### src/rtl/pipeline_controller_pkg.sv
// pipeline_controller_pkg
//   Shared definitions for the Risky pipeline sequencing block: the default
//   address width, the controller FSM state size and the state encodings.
package pipeline_controller_pkg;

    // Default fetch address width (the `ADDRESS_SIZE of the architecture).
    localparam int ADDRESS_SIZE    = 32;
    localparam int CTRL_STATE_SIZE = 2;

    typedef enum logic [CTRL_STATE_SIZE-1:0] {
        CTRL_IDLE      = 2'd0,
        CTRL_RUN       = 2'd1,
        CTRL_STEP_WAIT = 2'd2,
        CTRL_HALTED    = 2'd3
    } ctrl_state_e;

endpackage

### src/rtl/pipeline_controller_sat_counter.sv
// sat_counter
//   Up-counter that sticks at all-ones instead of wrapping.
//   clock  : rising-edge clock
//   reset  : asynchronous active-high reset, count -> 0
//   clear  : synchronous clear, wins over enable
//   enable : count up by one this cycle (ignored once saturated)
//   count  : current value
module sat_counter #(
    parameter int WIDTH = 32
) (
    input  logic             clock,
    input  logic             reset,
    input  logic             clear,
    input  logic             enable,
    output logic [WIDTH-1:0] count
);

    logic [WIDTH-1:0] count_q;

    always_ff @(posedge clock or posedge reset) begin
        if (reset) begin
            count_q <= '0;
        end else if (clear) begin
            count_q <= '0;
        end else if (enable && !(&count_q)) begin
            count_q <= count_q + WIDTH'(1);
        end
    end

    assign count = count_q;

endmodule

### src/rtl/pipeline_controller.sv
// pipeline_controller
//   Sequences the Risky pipeline: arbitrates branch redirects, load-use
//   hazards, execute busy, decoded HALT and run/single-step debug control,
//   and keeps saturating RUN-cycle and stall-cycle counters.
//   Inputs : clock, reset (async, active high), start, step_mode, step,
//            halt_decoded, hazard, busy, branch_taken, branch_target
//   Outputs: halt, stall, jump, jump_pc, flush (combinational, same cycle),
//            state (registered FSM state), cycle_count, stall_count
module pipeline_controller
    import pipeline_controller_pkg::*;
#(
    parameter int ADDR_W = ADDRESS_SIZE,
    parameter int CNT_W  = 32
) (
    input  logic                       clock,
    input  logic                       reset,
    input  logic                       start,
    input  logic                       step_mode,
    input  logic                       step,
    input  logic                       halt_decoded,
    input  logic                       hazard,
    input  logic                       busy,
    input  logic                       branch_taken,
    input  logic [ADDR_W-1:0]          branch_target,
    output logic                       halt,
    output logic                       stall,
    output logic                       jump,
    output logic [ADDR_W-1:0]          jump_pc,
    output logic                       flush,
    output logic [CTRL_STATE_SIZE-1:0] state,
    output logic [CNT_W-1:0]           cycle_count,
    output logic [CNT_W-1:0]           stall_count
);

    ctrl_state_e state_q;
    logic        advance;   // RUN cycle in which the pipeline moves forward

    // Control outputs are decoded from the current state and this cycle's
    // inputs so fetch can react at the very next edge.
    always_comb begin
        halt    = 1'b0;
        stall   = 1'b0;
        jump    = 1'b0;
        jump_pc = '0;
        flush   = 1'b0;
        advance = 1'b0;
        if (state_q == CTRL_RUN) begin
            if (busy) begin
                stall = 1'b1;
            end else if (branch_taken) begin
                // hazard / HALT in decode are on the wrong path: drop them
                jump    = 1'b1;
                jump_pc = branch_target;
                flush   = 1'b1;
                advance = 1'b1;
            end else if (halt_decoded) begin
                halt = 1'b1;
            end else if (hazard) begin
                stall = 1'b1;
            end else begin
                advance = 1'b1;
            end
        end else begin
            halt = 1'b1;
        end
    end

    always_ff @(posedge clock or posedge reset) begin
        if (reset) begin
            state_q <= CTRL_IDLE;
        end else begin
            case (state_q)
                CTRL_IDLE, CTRL_HALTED: begin
                    if (start) state_q <= CTRL_RUN;
                end
                CTRL_RUN: begin
                    // stalled cycles stay in RUN so a stepped instruction
                    // completes before the next STEP_WAIT
                    if (halt)                      state_q <= CTRL_HALTED;
                    else if (advance && step_mode) state_q <= CTRL_STEP_WAIT;
                end
                CTRL_STEP_WAIT: begin
                    if (!step_mode || step) state_q <= CTRL_RUN;
                end
                default: state_q <= CTRL_IDLE;
            endcase
        end
    end

    assign state = state_q;

    // Leaving IDLE starts a fresh measurement; resuming from HALTED keeps it.
    logic cnt_clear;
    assign cnt_clear = (state_q == CTRL_IDLE) && start;

    sat_counter #(.WIDTH(CNT_W)) u_cycle_cnt (
        .clock  (clock),
        .reset  (reset),
        .clear  (cnt_clear),
        .enable (state_q == CTRL_RUN),
        .count  (cycle_count)
    );

    sat_counter #(.WIDTH(CNT_W)) u_stall_cnt (
        .clock  (clock),
        .reset  (reset),
        .clear  (cnt_clear),
        .enable ((state_q == CTRL_RUN) && stall),
        .count  (stall_count)
    );

endmodule

### config.mk
export PLATFORM = sky130hd
export DESIGN_NAME = pipeline_controller
export DESIGN_NICKNAME = d
export VERILOG_FILES = /design/src/rtl/pipeline_controller_pkg.sv /design/src/rtl/pipeline_controller_sat_counter.sv /design/src/rtl/pipeline_controller.sv
export SDC_FILE = /design/constraint.sdc
export NUM_CORES = 1
export LEC_CHECK = 0
export ABC_AREA = 1
export ABC_CLOCK_PERIOD_IN_PS = 2390
export BUFFER_PORTS_ARGS = -buffer_cell sky130_fd_sc_hd__buf_2
export CAP_MARGIN = 20
export CORE_ASPECT_RATIO = 0.5
export CORE_UTILIZATION = 40
export CTS_CLUSTER_DIAMETER = 120
export DETAILED_ROUTE_END_ITERATION = 8
export GPL_TIMING_DRIVEN = 0
export PLACE_DENSITY_LB_ADDON = 0.05
export SLEW_MARGIN = 25
export SYNTH_ARGS = -nofsm -noshare
export SYNTH_HDL_FRONTEND = slang
export SYNTH_SLANG_ARGS = --single-unit
### constraint.sdc
create_clock -name clock -period 2.39 [get_ports clock]
set_input_delay 0.239 -clock clock [delete_from_list [all_inputs] [get_ports clock]]
set_output_delay 0.239 -clock clock [all_outputs]
set_load 0.1 [all_outputs]
# Word level (Yosys, flattened, before mapping)
# Index checks and enable logic that the tools add are counted.
dict set report word_totals {
  register_bits 66
  in_bits 41
  output_inout_bits 102
}
dict set report classes {
  n_addsub 2
  eq_ne 6
  n_mux 29
  n_reduce_logical 16
}
# operator n
set ops {}
lappend ops {{$mux W32} 7}
lappend ops {{$add A32 B1 Y32 const B} 2}
lappend ops {{$reduce_and A32 Y1} 2}
lappend ops {{$mux W1} 17}
lappend ops {{$mux W2} 4}
lappend ops {{$pmux W2 S3} 1}
lappend ops {{$logic_and A1 B1 Y1} 5}
lappend ops {{$eq A2 B2 Y1 const B} 2}
lappend ops {{$ne A2 B2 Y1 const B} 2}
lappend ops {{$reduce_bool A2 Y1} 2}
lappend ops {{$logic_not A1 Y1} 3}
lappend ops {{$ne A3 B3 Y1 const B} 1}
lappend ops {{$reduce_and A3 Y1} 1}
lappend ops {{$eq A2 B1 Y1 const B} 1}
lappend ops {{$logic_not A2 Y1} 1}
lappend ops {{$reduce_or A2 Y1} 1}
lappend ops {{$logic_or A1 B1 Y1} 1}

# Logic depth before layout (Yosys ltp)
# Gate-level depths: netlist (run 1).
dict set report depth {
  depth_word 9
  mapped_depth 13
  ltp_nobuf 11
}

# Cells and area by module
# From an unflattened synthesis (run 1), not the netlist that was laid out.
dict set report hier_totals {
  hier_cells 817
  area_unflattened_um2 5114.9
}
# module instances cells_each area_per_inst_um2
set by_module_without_submodules {}
lappend by_module_without_submodules {sat_counter 2 356 2270.9}
lappend by_module_without_submodules {pipeline_controller 1 105 573.0}

# Worst setup path before layout (run 1)
# OpenSTA, ideal clock, no wires.
dict set report synth_timing {
  path_kind {flip-flop to output port}
  startpoint {register state_q[0], in the netlist state[0]}
  endpoint {output jump_pc[10]}
  arrival_ps 5441
  required_time_ps 2151
  slack_ps -3290
  path_stages_with_launch 7
  path_cell_list {dfrtp_1 > ha_1 > inv_1 > nor3_1 > inv_1 > clkbuf_1 > nor2_1}
}
dict set report synth_via {
  elab_chain_cells 2
}
# element line
set synth_lines {}
lappend synth_lines {{start: declaration} pipeline_controller.sv:35} ;# ctrl_state_e state_q;
lappend synth_lines {{start signal: assignment} pipeline_controller.sv:70} ;# state_q <= CTRL_IDLE;
lappend synth_lines {{start signal: assignment} pipeline_controller.sv:74} ;# if (start) state_q <= CTRL_RUN;
lappend synth_lines {{start signal: assignment} pipeline_controller.sv:79} ;# if (halt) state_q <= CTRL_HALTED;
lappend synth_lines {{$eq A2 B1 Y1} n/a}
lappend synth_lines {{named net u_cycle_cnt.enable} pipeline_controller_sat_counter.sv:14} ;# input logic enable,
lappend synth_lines {{$mux W32} pipeline_controller.sv:47} ;# if (state_q == CTRL_RUN) begin
lappend synth_lines {{end: declaration} pipeline_controller.sv:28} ;# output logic [ADDR_W-1:0] jump_pc,
# The timed path passes the listed nets, and every way through them passes these cells.

# Worst setup path after layout (run 1)
dict set report layout_timing {
  startpoint {register state_q[1], in the netlist state[1]}
  endpoint {output jump_pc[21]}
}
# The elaborated chain is that of the path after synthesis.

==> key figures, run 1 <==
Timing
  • Final Max Tran Viols: 0
  • Clock Skew: 0.00616 ns
  • Final setup fails: 0
  • Unrepaired setup endpoints after global routing: false
  • Setup TNS: 0 ns
  • Fin crit period: 2.30 ns
  • Max Fclk: 0.435 GHz
  • Worst hold slack: 0.334 ns
  • Final Hold Fails: 0
  • Worst-Margin Slew: 0.525 ns
  • Period utilization: 0.961
  • Max-slew headroom: 0.650

CTS
  • CTS buffer count: 9
  • CTS clock-pin slew for the worst setup and hold paths: 0.06 ns
  • Post-CTS Setup Bufs: 0
  • Max Buffers Root-to-Sink: 2
  • Worst skew pair latency: 0.34 ns
  • CTS H-tree lvls: 3
  • CTS Sinks: 66
  • CTS tree: yes
  • Root buffer cell: clkbuf_16

Placed design
  • Gp weighted congestion: 0.892
  • Buffers on Ports: 142
  • DP Wirelength: 11.9 mm

Die
  • Die height: 79.4 µm
  • Row cnt: 27
  • Initial core utilization: 0.424
  • Core box area: 0.0113 mm²
  • DIE WIDTH: 157 µm
  • I/O pin count: 143
  • DIE AREA: 0.0125 mm²

Synth
  • Synth Warn #: 0
  • Synth cell types: 30
  • EDFF count, synth: 0
  • Syn nets: 836
  • Avg Inst Size Synth: 6.07 µm²
  • Post-synth top area share: 0.344
  • Synth area leader: dfrtp_1
  • Cells after Synth: 790
  • Mapped cell area: 0.00480 mm²
  • Top FF cell, synth: dfrtp_1
  • Post-synth top cells: nand2_1, nor2_1, inv_1
  • Register area share after synthesis: 0.344
  • #FFs+latches synth: 66
  • Asr flop ratio synth: 1.00
  • Synth top area cells: dfrtp_1, nand2_1, nor2_1, inv_1, nand4_1
  • Most common cell in the netlist: nand2_1

Routing
  • Number of iterations in the first detailed-routing pass: 5
  • Via-per-instance ratio: 4.90
  • Post-route ant nets: 0
  • DR WL/cell: 13.9 µm
  • # DRC: 0
  • Initial DRC Count: 335
  • WL final: 15.4 mm
  • Vias: 5432

Run
  • Max-cap violations: 0

Critical path
  • CP Launch Type: flip-flop
  • Slowest stage cell, crit path: dfrtp_2
  • Worst-path cell chain: inv_2, ha_4, inv_4, nor3_4, inv_4, clkbuf_16, nor2_4, buf_4
  • Critical Path End Type: primary output
  • Delay-heaviest family, CP: buffers and inverters
  • WP buf/inv: 5
  • Slowest stage delay, CP: 0.42 ns
  • Critical path class: reg2out
  • Data required time of the critical path: 2.15 ns
  • Worst-path fanout max: 10
  • Crit path top cell by count: inv_4
  • CP arrival: 2.06 ns

Cells and area
  • Area grow syn2layout: 34.9%
  • Final core occ: 0.572
  • Layout cells sized above 1: 0.256
  • Nets: 991
  • Antenna cells: 0

Pwr
  • Peak VDD IR: 0.000430 V
  • Power Density: 824 mW/mm²
  • Leakage dissipation: 3.36 nW

Global route
  • First-pass GRT wire length: 24.6 mm
  • Antenna violations before repair: 0
  • Largest net degree at the start of global routing: 51
  • Vias in the first global route: 4832
  • GRT Total Usage: 0.257
  • GR Overflow Total: 0

Hold path
  • Hold Path Class: in2reg

Status
  • Status: finished clean
[worst register-to-register path: stages, from the launching register on]
cell,delay [ns]
dfrtp_2,0.42
inv_2,0.09
ha_4,0.19
inv_4,0.06
a21oi_2,0.30
inv_1,0.10
a21oi_2,0.42
buf_2,0.33
nand4_1,0.15
nand2_1,0.09
[where the power goes]
| group | leakage [nW] | total (W) | switching (W) | internal [W] |
|---|---|---|---|---|
| combinational | 2.30 | 0.00265 | 0.00211 | 0.000545 |
| clock | 0.149 | 0.00135 | 0.000515 | 0.000833 |
| sequential | 0.908 | 0.00133 | 0.000123 | 0.00121 |
| total | 3.36 | 0.00533 | 0.00274 | 0.00259 |
[logic make-up (layout without fill, tap and decap cells)]
logic type / Yosys count / count (layout) / share of synthesized area
XOR/XNOR: 16 / 16 / 0.0292
AO/OA/AOI/OAI: 12 / 12 / 0.0146
AND/OR/NAND/NOR: 582 / 582 / 0.506
adder cells (fa/ha/maj): 5 / 5 / 0.0130
flip-flops: 66 / 66 / 0.344
buffers and inverters: 109 / 269 / 0.0926
[metal layers]
metal | global-route usage | part of all wire | wire length [µm] | vias up
li1 | - | - | - | 2759
met5 | 0 | 0 | 0 | -
met1 | 0.341 | 0.46 | 7070 | 2452
met3 | 0.0521 | 0.078 | 1210 | 26
met4 | 0.0637 | 0.020 | 305 | 0
met2 | 0.428 | 0.44 | 6840 | 195
[flip-flops by register name (all words and copies together), names as in the netlist]
register           count
u_cycle_cnt.count     32
u_stall_cnt.count     32
state                  2
[final cells by class]
cell class	count	area [µm²]
flip-flops and latches	66	1660
clock buffers	11	243
repair buffers	144	823
multi-input cells	615	2980
fillers	1105	4850
plain buffers	20	178
clock inverters	5	53.8
well taps	159	199
inverters	89	343
[through the flow]
step	power, W	cells	setup WS [ns]	area [µm²]
4_1_cts	0.00536	1109	0.0481	6460
6_report	0.00533	1109	0.0921	6470
3_3_place_gp	0.00396	1091	-0.707	6050
5_1_grt	0.00558	1109	0.00397	6470
3_5_place_dp	0.00398	1092	0.0610	6080
2_1_floorplan	0.00343	790	-0.633	5140
[worst paths after layout]
path	startpoint	to	slack [ns]	depth (start not counted)
worst min register to register	u_cycle_cnt.count[1]	u_cycle_cnt.count[1]	0.54	2
worst min-delay path	halt_decoded	state[0]	0.33	5
max in group asynchronous	reset	u_cycle_cnt.count[0]	1.45	4
worst max-delay path	state[1]	jump_pc[21]	0.09	8
worst max register to register	state[1]	u_stall_cnt.count[21]	0.19	9
min in group asynchronous	reset	u_stall_cnt.count[31]	0.38	3
[timing repair]
action	CTS	global route
endpoints found under the hold margin	16	0
hold buffers	1	0
setup endpoints to repair	30	25
gates resized for setup	30	8
[cell usage in the layout, fill, tap and decap left out, drive strengths merged]
master and n:
ha 5, nor3 1, o21ai 6, clkbuf 18, clkinv 6, nand3 46, inv 87, dlygate4sd3 1
dfrtp 66, nor2 152, nand4 41, a21oi 3, nand3b 2, nor3b 1, o21bai 2, xor2 10
a31oi 1, nand2 328, xnor2 6, bufinv 1, or2 11, buf 156
No activity file was read; power rests on OpenSTA's default activity.
==> run 2: changes to the inputs <==
--- a/config.mk
+++ b/config.mk
@@ -15,6 +15,7 @@
 export DETAILED_ROUTE_END_ITERATION = 8
 export GPL_TIMING_DRIVEN = 0
 export PLACE_DENSITY_LB_ADDON = 0.05
+export SETUP_SLACK_MARGIN = 0.3
 export SLEW_MARGIN = 25
 export SYNTH_ARGS = -nofsm -noshare
 export SYNTH_HDL_FRONTEND = slang
==> key figures, run 2 (same netlist as run 1, synthesis figures left out) <==
CTS
  • CTS Sinks: 66 (unchanged)
  • CTS tree: yes
  • Worst skew pair latency: 0.34 ns (about the same)
  • Max Buffers Root-to-Sink: 2 (unchanged)
  • CTS clock-pin slew for the worst setup and hold paths: 0.06 ns (about the same)
  • Root buffer cell: clkbuf_16
  • CTS buffer count: 9 (unchanged)
  • CTS H-tree lvls: 3 (unchanged)

Pwr
  • Sequential power share: 0.243 (-0.007)
  • Internal Power: 0.00275 W (+6.3%)
  • Power Density: 797 mW/mm² (-3.3%)
  • Leakage dissipation: 3.44 nW (+2.4%)
  • Peak VDD IR: 0.000491 V (+14%)
  • Clock group share of total power: 0.231 (-0.022)
  • P_sw: 0.00283 W (+3.3%)
  • Comb pwr share: 0.526 (+0.029)
  • Switch share: 0.507 (-0.00710)

Timing
  • Max-slew headroom: 0.662 (+0.0123)
  • Final Max Tran Viols: 0 (unchanged)
  • Unrepaired setup endpoints after global routing: true
  • Final Hold Fails: 0 (unchanged)
  • Max Fclk: 0.478 GHz (+9.8%)
  • Fin crit period: 2.09 ns (-0.205 ns)
  • Final setup fails: 0 (unchanged)
  • Worst-Margin Slew: 0.510 ns (-0.0150 ns)
  • Period utilization: 0.876 (-0.0858)
  • Setup TNS: 0 ns (unchanged)
  • Clock Skew: 0.00772 ns (+0.00156 ns)

Hold path
  • Hold depth: 5 (unchanged)
  • Hold Path Class: in2reg

Run
  • Max-cap violations: 0 (unchanged)

Cells and area
  • Area of the multi-input gates: 0.00301 mm² (+1.2%)
  • Layout cells sized above 1: 0.300 (+0.0445)
  • Commonest cells after routing, fill and taps aside: nand2_1, nor2_1, buf_2
  • Commonest non-fill, non-tap cell in the layout: nand2_1
  • Filler Cells Inserted: 1014 (-8.2%)
  • Post-Layout Cell Count: 1118 (+0.81%)
  • Reg area: 0.00169 mm² (+2.3%)
  • Area grow syn2layout: 46.1%
  • Nets: 1000 (+0.91%)
  • Antenna cells: 0 (unchanged)

Die
  • Initial core utilization: 0.424 (unchanged)
  • DIE AREA: 0.0125 mm² (unchanged)
  • Row cnt: 27 (unchanged)
  • Core box area: 0.0113 mm² (unchanged)
  • Die height: 79.4 µm (unchanged)
  • I/O pin count: 143 (unchanged)
  • DIE WIDTH: 157 µm (unchanged)

Routing
  • Post-route ant nets: 0 (unchanged)
  • WL final: 16.7 mm (+8.2%)
  • Via-per-instance ratio: 4.92 (+0.38%)
  • # DRC: 0 (unchanged)
  • Initial DRC Count: 407 (+21%)
  • Number of iterations in the first detailed-routing pass: 4 (-1)
  • Vias: 5497 (+1.2%)
  • DR WL/cell: 14.9 µm (+7.3%)

Global route
  • GRT Total Usage: 0.274 (+0.0171)
  • Vias in the first global route: 5287 (+9.4%)
  • First-pass GRT wire length: 26.3 mm (+6.8%)
  • GR Overflow Total: 0 (unchanged)
  • Antenna violations before repair: 0 (unchanged)
  • Largest net degree at the start of global routing: 51 (unchanged)

Placed design
  • Gp weighted congestion: 0.901 (+1.0%)
  • DP Wirelength: 11.9 mm (+0.13%)
  • # placed instances: 1092 (unchanged)
  • Buffers on Ports: 142 (unchanged)

Critical path
  • CP arrival: 1.85 ns (-0.21 ns)
  • Critical Path End Type: primary output
  • Worst-path fanout max: 10 (unchanged)
  • Critical path class: reg2out
  • CP Launch Type: flip-flop
  • Reg2Reg Depth: 9 (unchanged)
  • Data required time of the critical path: 2.15 ns (about the same)

Status
  • Status: finished clean
run 2: repair_timing:
action                                 4_1_cts  5_1_grt
buffers inserted                             3        4
hold buffers                                 1        0
pin swaps                                    2        1
endpoints found under the hold margin       16        0
setup endpoints to repair                   89       83
gates resized for setup                    104       34
gates cloned                                 2        0
run 2: cell type report:
class | instances | share of cell area
Buffer | 20 | 0.0264
Clock buffer | 12 | 0.0380
Clock inverter | 4 | 0.00357
Inverter | 89 | 0.0489
Multi-Input combinational cell | 615 | 0.430
Sequential cell | 66 | 0.242
Tap cell | 159 | 0.0284
Timing Repair Buffer | 153 | 0.183
run 2: critical path, stage by stage (launching register included):
cell	delay, ns
dfrtp_2	0.40
inv_2	0.08
ha_4	0.15
inv_4	0.05
nor3_4	0.17
inv_4	0.12
clkbuf_16	0.21
nor2_4	0.15
buf_12	0.18
run 2: through the flow:
stage	hold slack, ns	cell area (µm²)	setup WS, ns	power, W	util
after detailed placement	0.193	6130	0.00884	0.00400	0.541
after global placement	0.527	6100	-0.683	0.00398	0.539
after global routing	0.416	7010	0.202	0.00583	0.619
final	0.357	7010	0.297	0.00559	0.619
after floorplan	0.575	5190	-0.633	0.00345	-
after CTS	0.355	6830	0.320	0.00549	0.604
run 2: path summary, 6_finish.rpt:
check | start | to | slack [ns]
min | halt_decoded | state[0] | 0.36
max | state[1] | jump_pc[21] | 0.30
max reg2reg | state[1] | u_stall_cnt.count[17] | 0.43
min reg2reg | u_cycle_cnt.count[5] | u_cycle_cnt.count[5] | 0.54
max in group asynchronous | reset | u_cycle_cnt.count[0] | 1.46
min in group asynchronous | reset | u_stall_cnt.count[31] | 0.39
run 2: power groups by stage:
stage          Sequential [W]  Combinational [W]  Clock, W
6_report              0.00136            0.00294   0.00129
3_3_place_gp          0.00137            0.00262         0
5_1_grt               0.00137            0.00310   0.00136
3_5_place_dp          0.00137            0.00264         0
2_1_floorplan         0.00195            0.00150         0
4_1_cts               0.00135            0.00282   0.00132
run 2: layer usage:
layer / part of all wire / GRT usage
met1: 0.46 / 0.354
met2: 0.46 / 0.458
met3: 0.072 / 0.0608
met4: 0.017 / 0.0863
met5: 0 / 0
